$ cat src/rtl/f1_reaction_timer.sv
// rtl/f1_reaction_timer.sv - F1 start-light reaction timer with jump-start, timeout and sequence checks
module f1_reaction_timer #(
    parameter int CNT_W   = 16,
    parameter int MAX_CNT = 2**CNT_W - 1
) (
    input  logic             clk,
    input  logic             rst,
    input  logic [7:0]       lights,
    input  logic             tick,
    input  logic             trigger,
    output logic             busy,
    output logic [CNT_W-1:0] result,
    output logic             result_valid,
    output logic             jump_start,
    output logic             timeout,
    output logic             seq_err
);

    localparam logic [CNT_W-1:0] MAX_V  = CNT_W'(MAX_CNT);
    localparam logic [CNT_W-1:0] LAST_V = CNT_W'(MAX_CNT - 1);

    typedef enum logic [2:0] {
        IDLE   = 3'd0,
        ARMING = 3'd1,
        ALL_ON = 3'd2,
        TIMING = 3'd3,
        DONE   = 3'd4
    } state_t;

    state_t           state_q;
    logic [7:0]       lights_q;
    logic [CNT_W-1:0] cnt_q;
    logic [CNT_W-1:0] result_q;
    logic             busy_q;
    logic             valid_q;
    logic             jump_q;
    logic             timeout_q;
    logic             seq_err_q;

    logic seq_start;
    logic step_legal;

    // A new sequence is the first lamp lighting from a dark bar.
    assign seq_start  = (lights == 8'h01) && (lights_q == 8'h00);
    assign step_legal = (lights == {lights_q[6:0], 1'b1}) || (lights == lights_q);

    always_ff @(posedge clk) begin
        if (rst) begin
            state_q   <= IDLE;
            lights_q  <= 8'h00;
            cnt_q     <= '0;
            result_q  <= '0;
            busy_q    <= 1'b0;
            valid_q   <= 1'b0;
            jump_q    <= 1'b0;
            timeout_q <= 1'b0;
            seq_err_q <= 1'b0;
        end else begin
            lights_q <= lights;
            valid_q  <= 1'b0;
            case (state_q)
                IDLE: begin
                    if (seq_start) state_q <= ARMING;
                end
                ARMING: begin
                    if (trigger) begin
                        state_q  <= DONE;
                        jump_q   <= 1'b1;
                        result_q <= '0;
                        valid_q  <= 1'b1;
                    end else if (!step_legal) begin
                        state_q   <= DONE;
                        seq_err_q <= 1'b1;
                        valid_q   <= 1'b1;
                    end else if (lights == 8'hFF) begin
                        state_q <= ALL_ON;
                    end
                end
                ALL_ON: begin
                    if (trigger) begin
                        state_q  <= DONE;
                        jump_q   <= 1'b1;
                        result_q <= '0;
                        valid_q  <= 1'b1;
                    end else if (lights == 8'h00) begin
                        state_q <= TIMING;
                        cnt_q   <= '0;
                        busy_q  <= 1'b1;
                    end else if (lights != 8'hFF) begin
                        state_q   <= DONE;
                        seq_err_q <= 1'b1;
                        valid_q   <= 1'b1;
                    end
                end
                TIMING: begin
                    // The trigger reports the count as it stood before any tick in the same cycle.
                    if (trigger) begin
                        state_q  <= DONE;
                        result_q <= cnt_q;
                        valid_q  <= 1'b1;
                        busy_q   <= 1'b0;
                    end else if (tick) begin
                        if (cnt_q == LAST_V) begin
                            state_q   <= DONE;
                            cnt_q     <= MAX_V;
                            result_q  <= MAX_V;
                            timeout_q <= 1'b1;
                            valid_q   <= 1'b1;
                            busy_q    <= 1'b0;
                        end else begin
                            cnt_q <= cnt_q + 1'b1;
                        end
                    end
                end
                DONE: begin
                    if (seq_start) begin
                        state_q   <= ARMING;
                        jump_q    <= 1'b0;
                        timeout_q <= 1'b0;
                        seq_err_q <= 1'b0;
                        result_q  <= '0;
                    end
                end
                default: state_q <= IDLE;
            endcase
        end
    end

    assign busy         = busy_q;
    assign result       = result_q;
    assign result_valid = valid_q;
    assign jump_start   = jump_q;
    assign timeout      = timeout_q;
    assign seq_err      = seq_err_q;

endmodule

$ cat config.mk
export PLATFORM = sky130hd
export DESIGN_NAME = f1_reaction_timer
export DESIGN_NICKNAME = d
export VERILOG_FILES = /design/src/rtl/f1_reaction_timer.sv
export SDC_FILE = /design/constraint.sdc
export NUM_CORES = 1
export LEC_CHECK = 0
export CAP_MARGIN = 10
export CORE_ASPECT_RATIO = 1.5
export CORE_MARGIN = 1
export CORE_UTILIZATION = 49
export CTS_CLUSTER_DIAMETER = 80
export DETAILED_ROUTE_END_ITERATION = 10
export PLACE_DENSITY_LB_ADDON = 0.2
export SLEW_MARGIN = 0
export SYNTH_ARGS = -nofsm -noshare
export SYNTH_HDL_FRONTEND = slang
export SYNTH_SLANG_ARGS = --single-unit
$ cat constraint.sdc
create_clock -name clk -period 1.81 [get_ports clk]
set_input_delay 0.181 -clock clk [delete_from_list [all_inputs] [get_ports clk]]
set_output_delay 0.181 -clock clk [all_outputs]
set_load 0.05 [all_outputs]
---- After elaboration in Yosys (flattened, before gate mapping) ----
Index checks and enable logic that the tools add are counted.
storage, ports and cells
  flip-flop bits (word level) ............. 48
  input bits .............................. 12
operators by class
  add/sub/neg operators ................... 1
  eq/ne operators ......................... 26
  muxes and demuxes ....................... 51
  reductions and logical operators ........ 19
operator list
  operator                 count
  $mux W16                 10
  $pmux W16 S3             1
  $pmux W16 S2             1
  $mux W3                  10
  $reduce_and A5 Y1        5
  $mux W1                  23
  $ne A2 B2 Y1 const B     10
  $add A16 B1 Y16 const B  1
  $eq A16 B16 Y1 const B   1
  $eq A8 B8 Y1             2
  $logic_not A8 Y1         2
  $pmux W3 S4              1
  $eq A8 B1 Y1 const B     1
  $eq A8 B8 Y1 const B     1
  $ne A4 B4 Y1 const B     2
  $ne A8 B8 Y1 const B     1
  $reduce_and A7 Y1        1
  $eq A3 B2 Y1 const B     2
  $ne A3 B3 Y1 const B     2
  $pmux W1 S2              3
  $pmux W1 S3              2
  $reduce_bool A2 Y1       3
  $reduce_bool A3 Y1       2
  $ne A2 B1 Y1 const B     2
  7 further kinds          8

---- Logic depth before layout (Yosys ltp) ----
Gate-level depths: netlist (run 1).
  depth in word-level cells ............... 5
  gate-level depth with buffers ........... 9
  depth with buffers taken out ............ 7

---- Worst setup path before layout (run 1) ----
No wires, ideal clock.
  path kind ............................... register -> register
  from .................................... reg lights_q[2]
  to ...................................... reg state_q[1]
  data arrival time ....................... 1.708 ns
  data required time ...................... 1.736 ns
  setup slack ............................. 0.028 ns
  cell stages (with the launch flop) ...... 7
  period minus slack after synthesis ...... 1.782 ns
  path through ............................ dfxtp_1 -> nor4_1 -> nand4_1 -> a211oi_2 -> nand2_2 -> or4b_1 -> a31oi_1
on the way
  cells in the longest elaborated chain, start to end .. 5
ends and longest elaborated chain
  item                    line  text
  start, declared         31    logic [7:0] lights_q;
  start signal, assigned  59    lights_q <= lights;
  $eq A8 B8 Y1            45    assign step_legal = (lights == {lights_q[6:0], 1'b1}) || (lights == lights_q);
  $logic_or A1 B1 Y1      45
  $mux W3                 71    end else if (!step_legal) begin
  $mux W3                 66    if (trigger) begin
  $pmux W3 S4             61    case (state_q)
  end signal, assigned    63    if (seq_start) state_q <= ARMING;
  end signal, assigned    67    state_q <= DONE;
  end signal, assigned    72    state_q <= DONE;
  end, declared           30    state_t state_q;
Parallel ways exist; a longest one is shown, timed or not.
A chain may end at the register's enable or synchronous reset.

---- Final worst setup path (run 1) ----
  from .................................... reg cnt_q[13]
  to ...................................... reg state_q[1]
on the way
  cells in the longest elaborated chain, start to end .. 3
ends and longest elaborated chain
  item                                line  text
  start, declared                     32    logic [CNT_W-1:0] cnt_q;
  start signal, assigned              111   cnt_q <= cnt_q + 1'b1;
  $eq A16 B16 Y1                      103   if (cnt_q == LAST_V) begin
  $ne A3 B3 Y1 (no source line)       -
  $reduce_and A5 Y1 (no source line)  -
  end signal, assigned                98    state_q <= DONE;
  end signal, assigned                104   state_q <= DONE;
  end signal, assigned                117   state_q <= ARMING;
No other way between the ends.

==> results of run 1 <==
-- metal layers --
metal / GRT usage [%] / wire [um] / up-vias
met5: 0 / 0 / -
met4: 13.3 / 208 / 0
met3: 3.91 / 205 / 19
met2: 53.5 / 3820 / 73
met1: 25.8 / 2710 / 1246
li1: - / - / 1254
-- layout make-up --
cell class | count | area, um2 | share of cell area [%]
Sequential cell | 48 | 970 | 27.1
Tap cell | 66 | 82.6 | 2.31
Clock buffer | 6 | 82.6 | 2.31
Inverter | 5 | 18.8 | 0.525
Clock inverter | 2 | 38.8 | 1.08
Multi-Input combinational cell | 230 | 1560 | 43.7
Timing Repair Buffer | 99 | 822 | 23.0
-- synthesized netlist by cell type, types with 3 or more instances --
master     n
a22o_1    16
inv_1      5
nor2_1    21
dfxtp_1   48
and4_1     3
nor3_1     8
a21oi_1   25
nor2b_1   12
nand3_1    9
nor4_1     8
nand4_1    7
buf_2      4
nand2_1   20
xor2_1    17
xnor2_1    3
o21ai_0   28
and3_1     6
and2_1     5
a22oi_1    4
nand2b_1  14
clkbuf_1  10
-- worst min-delay path by stage --
stage,depth (start not counted),to,slack [ns]
after global routing,2,lights_q[2]$_SDFF_PP0_,0.30
after detailed placement,2,jump_start$_SDFFE_PP0P_,0.46
after global placement,2,jump_start$_SDFFE_PP0P_,0.45
final,2,lights_q[2]$_SDFF_PP0_,0.29
after floorplan,1,lights_q[0]$_SDFF_PP0_,0.31
after CTS,2,lights_q[7]$_SDFF_PP0_,0.40
-- flip-flops by register name, summed over array words and instances, names as in the netlist --
| register | count |
|---|---|
| result | 16 |
| cnt_q | 16 |
| timeout | 1 |
| state_q | 3 |
| jump_start | 1 |
| busy | 1 |
| lights_q | 8 |
| seq_err | 1 |
| result_valid | 1 |
-- repair_timing --
item	4_1_cts	5_1_grt
setup endpoints to repair	34	38
pin swaps	11	5
cloned	0	0
gates resized for setup	16	23
buffers inserted	0	4
-- power by group --
part           internal, W  switching (W)
Clock             0.000452       0.000373
Combinational    0.0000782      0.0000859
Sequential         0.00107      0.0000116
Total              0.00160       0.000471
-- cell families after synthesis --
| logic type | synth area share [%] |
|---|---|
| xor gates and xnor gates | 7.08 |
| AOI/OAI and AO/OA | 21.6 |
| DFF | 38.8 |
| and+or+nand+nor | 28.2 |
| adders and majority gates | 1.01 |
| buffers and inverters | 3.29 |
-- metrics by stage --
| step | instances | instance area, um2 |
|---|---|---|
| after floorplan | 298 | 2470 |
| after global routing | 456 | 3580 |
| after detailed placement | 444 | 3290 |
| after global placement | 444 | 3290 |
| after CTS | 452 | 3450 |
| final | 456 | 3580 |
==> metrics.txt, run 1 <==
run status finished, violations left; failing checks negative setup slack; Fmax 0.506 GHz; Critical R2R Launch cnt_q[13]$_SDFFE_PP0P_; worst path required time 2.05 ns; pwr dens 578 mW/mm2; number of cell rows 31; syn nets 312; initial antenna violation count 0; die span in y 89.0 um; Avg Cell Area, Syn 8.30 um2; max-slew violations 0; Via density 5.68; grt ovf 0; # H-tree levels 2; FFs w/ async S/R, synth 0%; WP buf/inv 1; Critical Path Stages 7; number of global-route vias before repair 2508; CTS Buf Count 5; DRT antenna net count 0; clk root buf clkbuf_8; Lkg Pwr 1.43 nW; wire length per cell 15.2 um; number of port buffers 32; critical path endpoint state_q[1]$_SDFFE_PP0P_; top-area cell type share of the netlist area 38.8%; register bit total from synthesis 48; largest net degree at the start of global routing 28; Mapped Area 0.00247 mm2; Mapped Cells 298; most common cell after layout, fill and taps aside buf_4; Initial Util 51.0%; die area 0.00534 mm2; CP delay by family, top simple AND/OR/NAND/NOR gates; largest area contributor in the netlist dfxtp_1; Core Util, Final 73.8%; CTS tree built; final count of hold timing violations 0; final setup vio count 2; Max-cap violations 0; class of the worst hold path in -> reg; RSZ-0062 raised after global routing true; total core area 0.00485 mm2; CP Cell Sequence and4_1 > nand4_2 > buf_4 > o21ai_4 > nand2_2 > or4b_1 > a31oi_1; DRT iter0 DRCs 102; min-delay src lights[2]; final worst-path cycle share 109%; sequential-to-total area share from yosys stat 38.8%; worst setup path start cnt_q[13]$_SDFFE_PP0P_; Nets 403; Final Hold Slack 0.286 ns; reg2reg path depth 7; # DRC 0; Pre-antenna DRT Iters 4; Synth cell types 43; io pins 33; Worst R2R Setup Slack -0.17 ns; Post-Route Skew 0.0126 ns; global-route wire length before repair 10900 um; crit path DAT 2.21 ns; cts hold-fix bufs 0; normalized max-slew margin 66.3%; RePlAce Congestion 0.941; Clk pin slew, worst setup/hold paths 0.09 ns; worst-skew pair later-pin latency 0.31 ns; layout cells sized above 1 27.7%; synth-to-layout area growth 44.6%; Final WS setup -0.167 ns; setup TNS -0.256 ns; Post-DP HPWL 5040 um; slew at the pin closest to its max-slew limit 0.503 ns; Bufs on Longest Clock Path 2; peak supply drop 0.000487 V; clk sink count 48; most frequent cells in the layout buf_4, dfxtp_1, clkdlybuf4s50_1; CP startpoint kind flop; min Tclk post-route 1.98 ns; Main synth FF type dfxtp_1; crit path capture type flop; RR Endpoint state_q[1]$_SDFFE_PP0P_; via count 2592; YS warnings 0; Post-synth EDFFs 0; DP Worst Slack -0.510 ns; Max Fanout on Critical Path 4; Power, Total 0.00207 W; WS Path Type reg -> reg; # diodes 0; Total GRT Usage 26.9%; drt total wl 6940 um; Crit-path slowest cell or4b_1; fill count 374; Synth area leaders dfxtp_1, xor2_1, a22o_1, o21ai_0, a21oi_1; crit-path max cell delay 0.55 ns; Die W 60.0 um
Power figures use the tool's default switching activity.
==> run 2: changes to the inputs <==
--- a/config.mk
+++ b/config.mk
@@ -8,5 +8,7 @@
 export CAP_MARGIN = 10
+export CELL_PAD_IN_SITES_DETAIL_PLACEMENT = 0
+export CELL_PAD_IN_SITES_GLOBAL_PLACEMENT = 2
 export CORE_ASPECT_RATIO = 1.5
 export CORE_MARGIN = 1
-export CORE_UTILIZATION = 49
+export CORE_UTILIZATION = 29
 export CTS_CLUSTER_DIAMETER = 80
==> constraint.sdc (replaced) <==
create_clock -name clk -period 1.81 [get_ports clk]
set_input_delay 0.362 -clock clk [delete_from_list [all_inputs] [get_ports clk]]
set_output_delay 0.362 -clock clk [all_outputs]
set_load 0.05 [all_outputs]
==> run 2 against run 1 <==
  * The flow still finishes with violations (negative setup slack)
  * Largest cell class unchanged
  * Core utilization shrank 30 points
  * Global-route usage shrank 9.3 points
  * Count of clock-buffer cells in the layout shrank 1
  * Worst hold slack gained 0.12 ns
  * Wire length grew 7.5%
  * Sequential power is essentially flat
  * Combinational power grew 3%
  * Clock power grew 13%
  * Sequential cell count is the same
  * First-iteration DRC count grew 20%
  * Largest power group unchanged
==> metrics.txt, run 2 (synthesis results as in run 1) <==
run status finished, violations left; failing checks negative setup slack; Clk pin slew, worst setup/hold paths 0.07 ns; worst-skew pair later-pin latency 0.29 ns; final setup vio count 2; DRT iter0 DRCs 122; number of port buffers 32; class of the worst hold path in -> reg; io pins 33; most common cell after layout, fill and taps aside buf_4; Nets 399; reg2reg path depth 6; fill count 845; final count of hold timing violations 0; Core Util, Final 43.7%; RSZ-0062 raised after global routing true; initial antenna violation count 0; RR Endpoint state_q[1]$_SDFFE_PP0P_; Post-DP HPWL 5450 um; layout cells sized above 1 33.2%; crit path capture type flop; Pre-antenna DRT Iters 4; min-delay src lights[7]; Die W 77.4 um; number of global-route vias before repair 2460; Post-Route Skew 0.00483 ns; most frequent cells in the layout buf_4, dfxtp_1, a21oi_1; Crit-path slowest cell or4b_1; Final WS setup -0.105 ns; DP Worst Slack -0.682 ns; peak supply drop 0.000457 V; Worst R2R Setup Slack -0.11 ns; Fmax 0.522 GHz; CP Cell Sequence nor4_4 > nand4_1 > a211oi_2 > nand2_2 > or4b_1 > a31oi_1; CTS tree built; worst path required time 2.03 ns; Via density 5.01; critical path endpoint state_q[1]$_SDFFE_PP0P_; normalized max-slew margin 76.1%; DRT antenna net count 0; Lkg Pwr 1.48 nW; global-route wire length before repair 12100 um; CP startpoint kind flop; pwr dens 611 mW/mm2; number of cell rows 40; drt total wl 7470 um; CTS Buf Count 5; Critical R2R Launch lights_q[4]$_SDFF_PP0_; clk sink count 48; synth-to-layout area growth 44.0%; total core area 0.00816 mm2; largest net degree at the start of global routing 28; RePlAce Congestion 0.823; crit-path max cell delay 0.54 ns; grt ovf 0; die area 0.00891 mm2; crit path DAT 2.14 ns; clk root buf clkbuf_16; final worst-path cycle share 106%; Total GRT Usage 17.6%; Max-cap violations 0; WS Path Type reg -> reg; # diodes 0; wire length per cell 15.2 um; Bufs on Longest Clock Path 2; die span in y 115 um; Max Fanout on Critical Path 4; min Tclk post-route 1.92 ns; Initial Util 30.3%; slew at the pin closest to its max-slew limit 0.358 ns; via count 2458; max-slew violations 0; # H-tree levels 2; worst setup path start lights_q[4]$_SDFF_PP0_; # DRC 0
run 2: worst min-delay path by stage:
stage	to	slack, ns	depth (start not counted)
global route	lights_q[7]$_SDFF_PP0_	0.43	2
finish	lights_q[7]$_SDFF_PP0_	0.41	2
global placement	busy$_SDFFE_PP0P_	0.45	2
floorplan	cnt_q[14]$_SDFFE_PP0P_	0.48	2
detailed placement	busy$_SDFFE_PP0P_	0.45	2
CTS	busy$_SDFFE_PP0P_	0.47	2
run 2: critical path: cells and delay by family, from the launching register on:
kind	cells	cell delay [ns]
compound gates	2	0.40
flops	1	0.33
simple gates	4	1.11
run 2: what timing repair did:
| item | CTS | global route |
|---|---|---|
| pin swaps | 11 | 6 |
| hold buffers | 0 | 0 |
| setup buffers | 3 | 1 |
| gates resized for setup | 22 | 30 |
| cloned | 0 | 0 |
| endpoints found under the setup margin | 38 | 34 |
run 2: metal layers:
layer  wire [um]  track usage (%)  up-vias
met3         177             2.70       10
met1        3020             18.8     1164
li1            -                -     1243
met5           0                0        -
met4         131             5.53        0
met2        4140             34.8       41
run 2: metrics by stage:
| step | instances | power [W] | instance area [um2] | hold WS [ns] | setup TNS (ns) |
|---|---|---|---|---|---|
| after global routing | 491 | 0.00227 | 3560 | 0.429 | -1.92 |
| final | 491 | 0.00218 | 3560 | 0.408 | -0.123 |
| after global placement | 479 | 0.00127 | 3270 | 0.446 | -19.60 |
| after floorplan | 298 | 0.00117 | 2470 | 0.476 | 0 |
| after CTS | 490 | 0.00221 | 3470 | 0.469 | -0.397 |
| after detailed placement | 479 | 0.00127 | 3270 | 0.450 | -21.15 |
run 2: power by group:
| part | total (W) | switching (W) | leakage (nW) | internal (W) |
|---|---|---|---|---|
| combinational | 0.000169 | 0.0000886 | 1.02 | 0.0000808 |
| sequential | 0.00108 | 0.0000110 | 0.391 | 0.00107 |
| clock | 0.000931 | 0.000421 | 0.0736 | 0.000510 |
run 2: area by class of cell:
type	count	area (um2)	area share, %
clock buffer	5	125	3.51
clock inverter	3	18.8	0.527
inverter	5	18.8	0.527
multi-input combinational	230	1550	43.4
sequential	48	967	27.2
tap	105	131	3.69
timing repair buffer	95	754	21.2
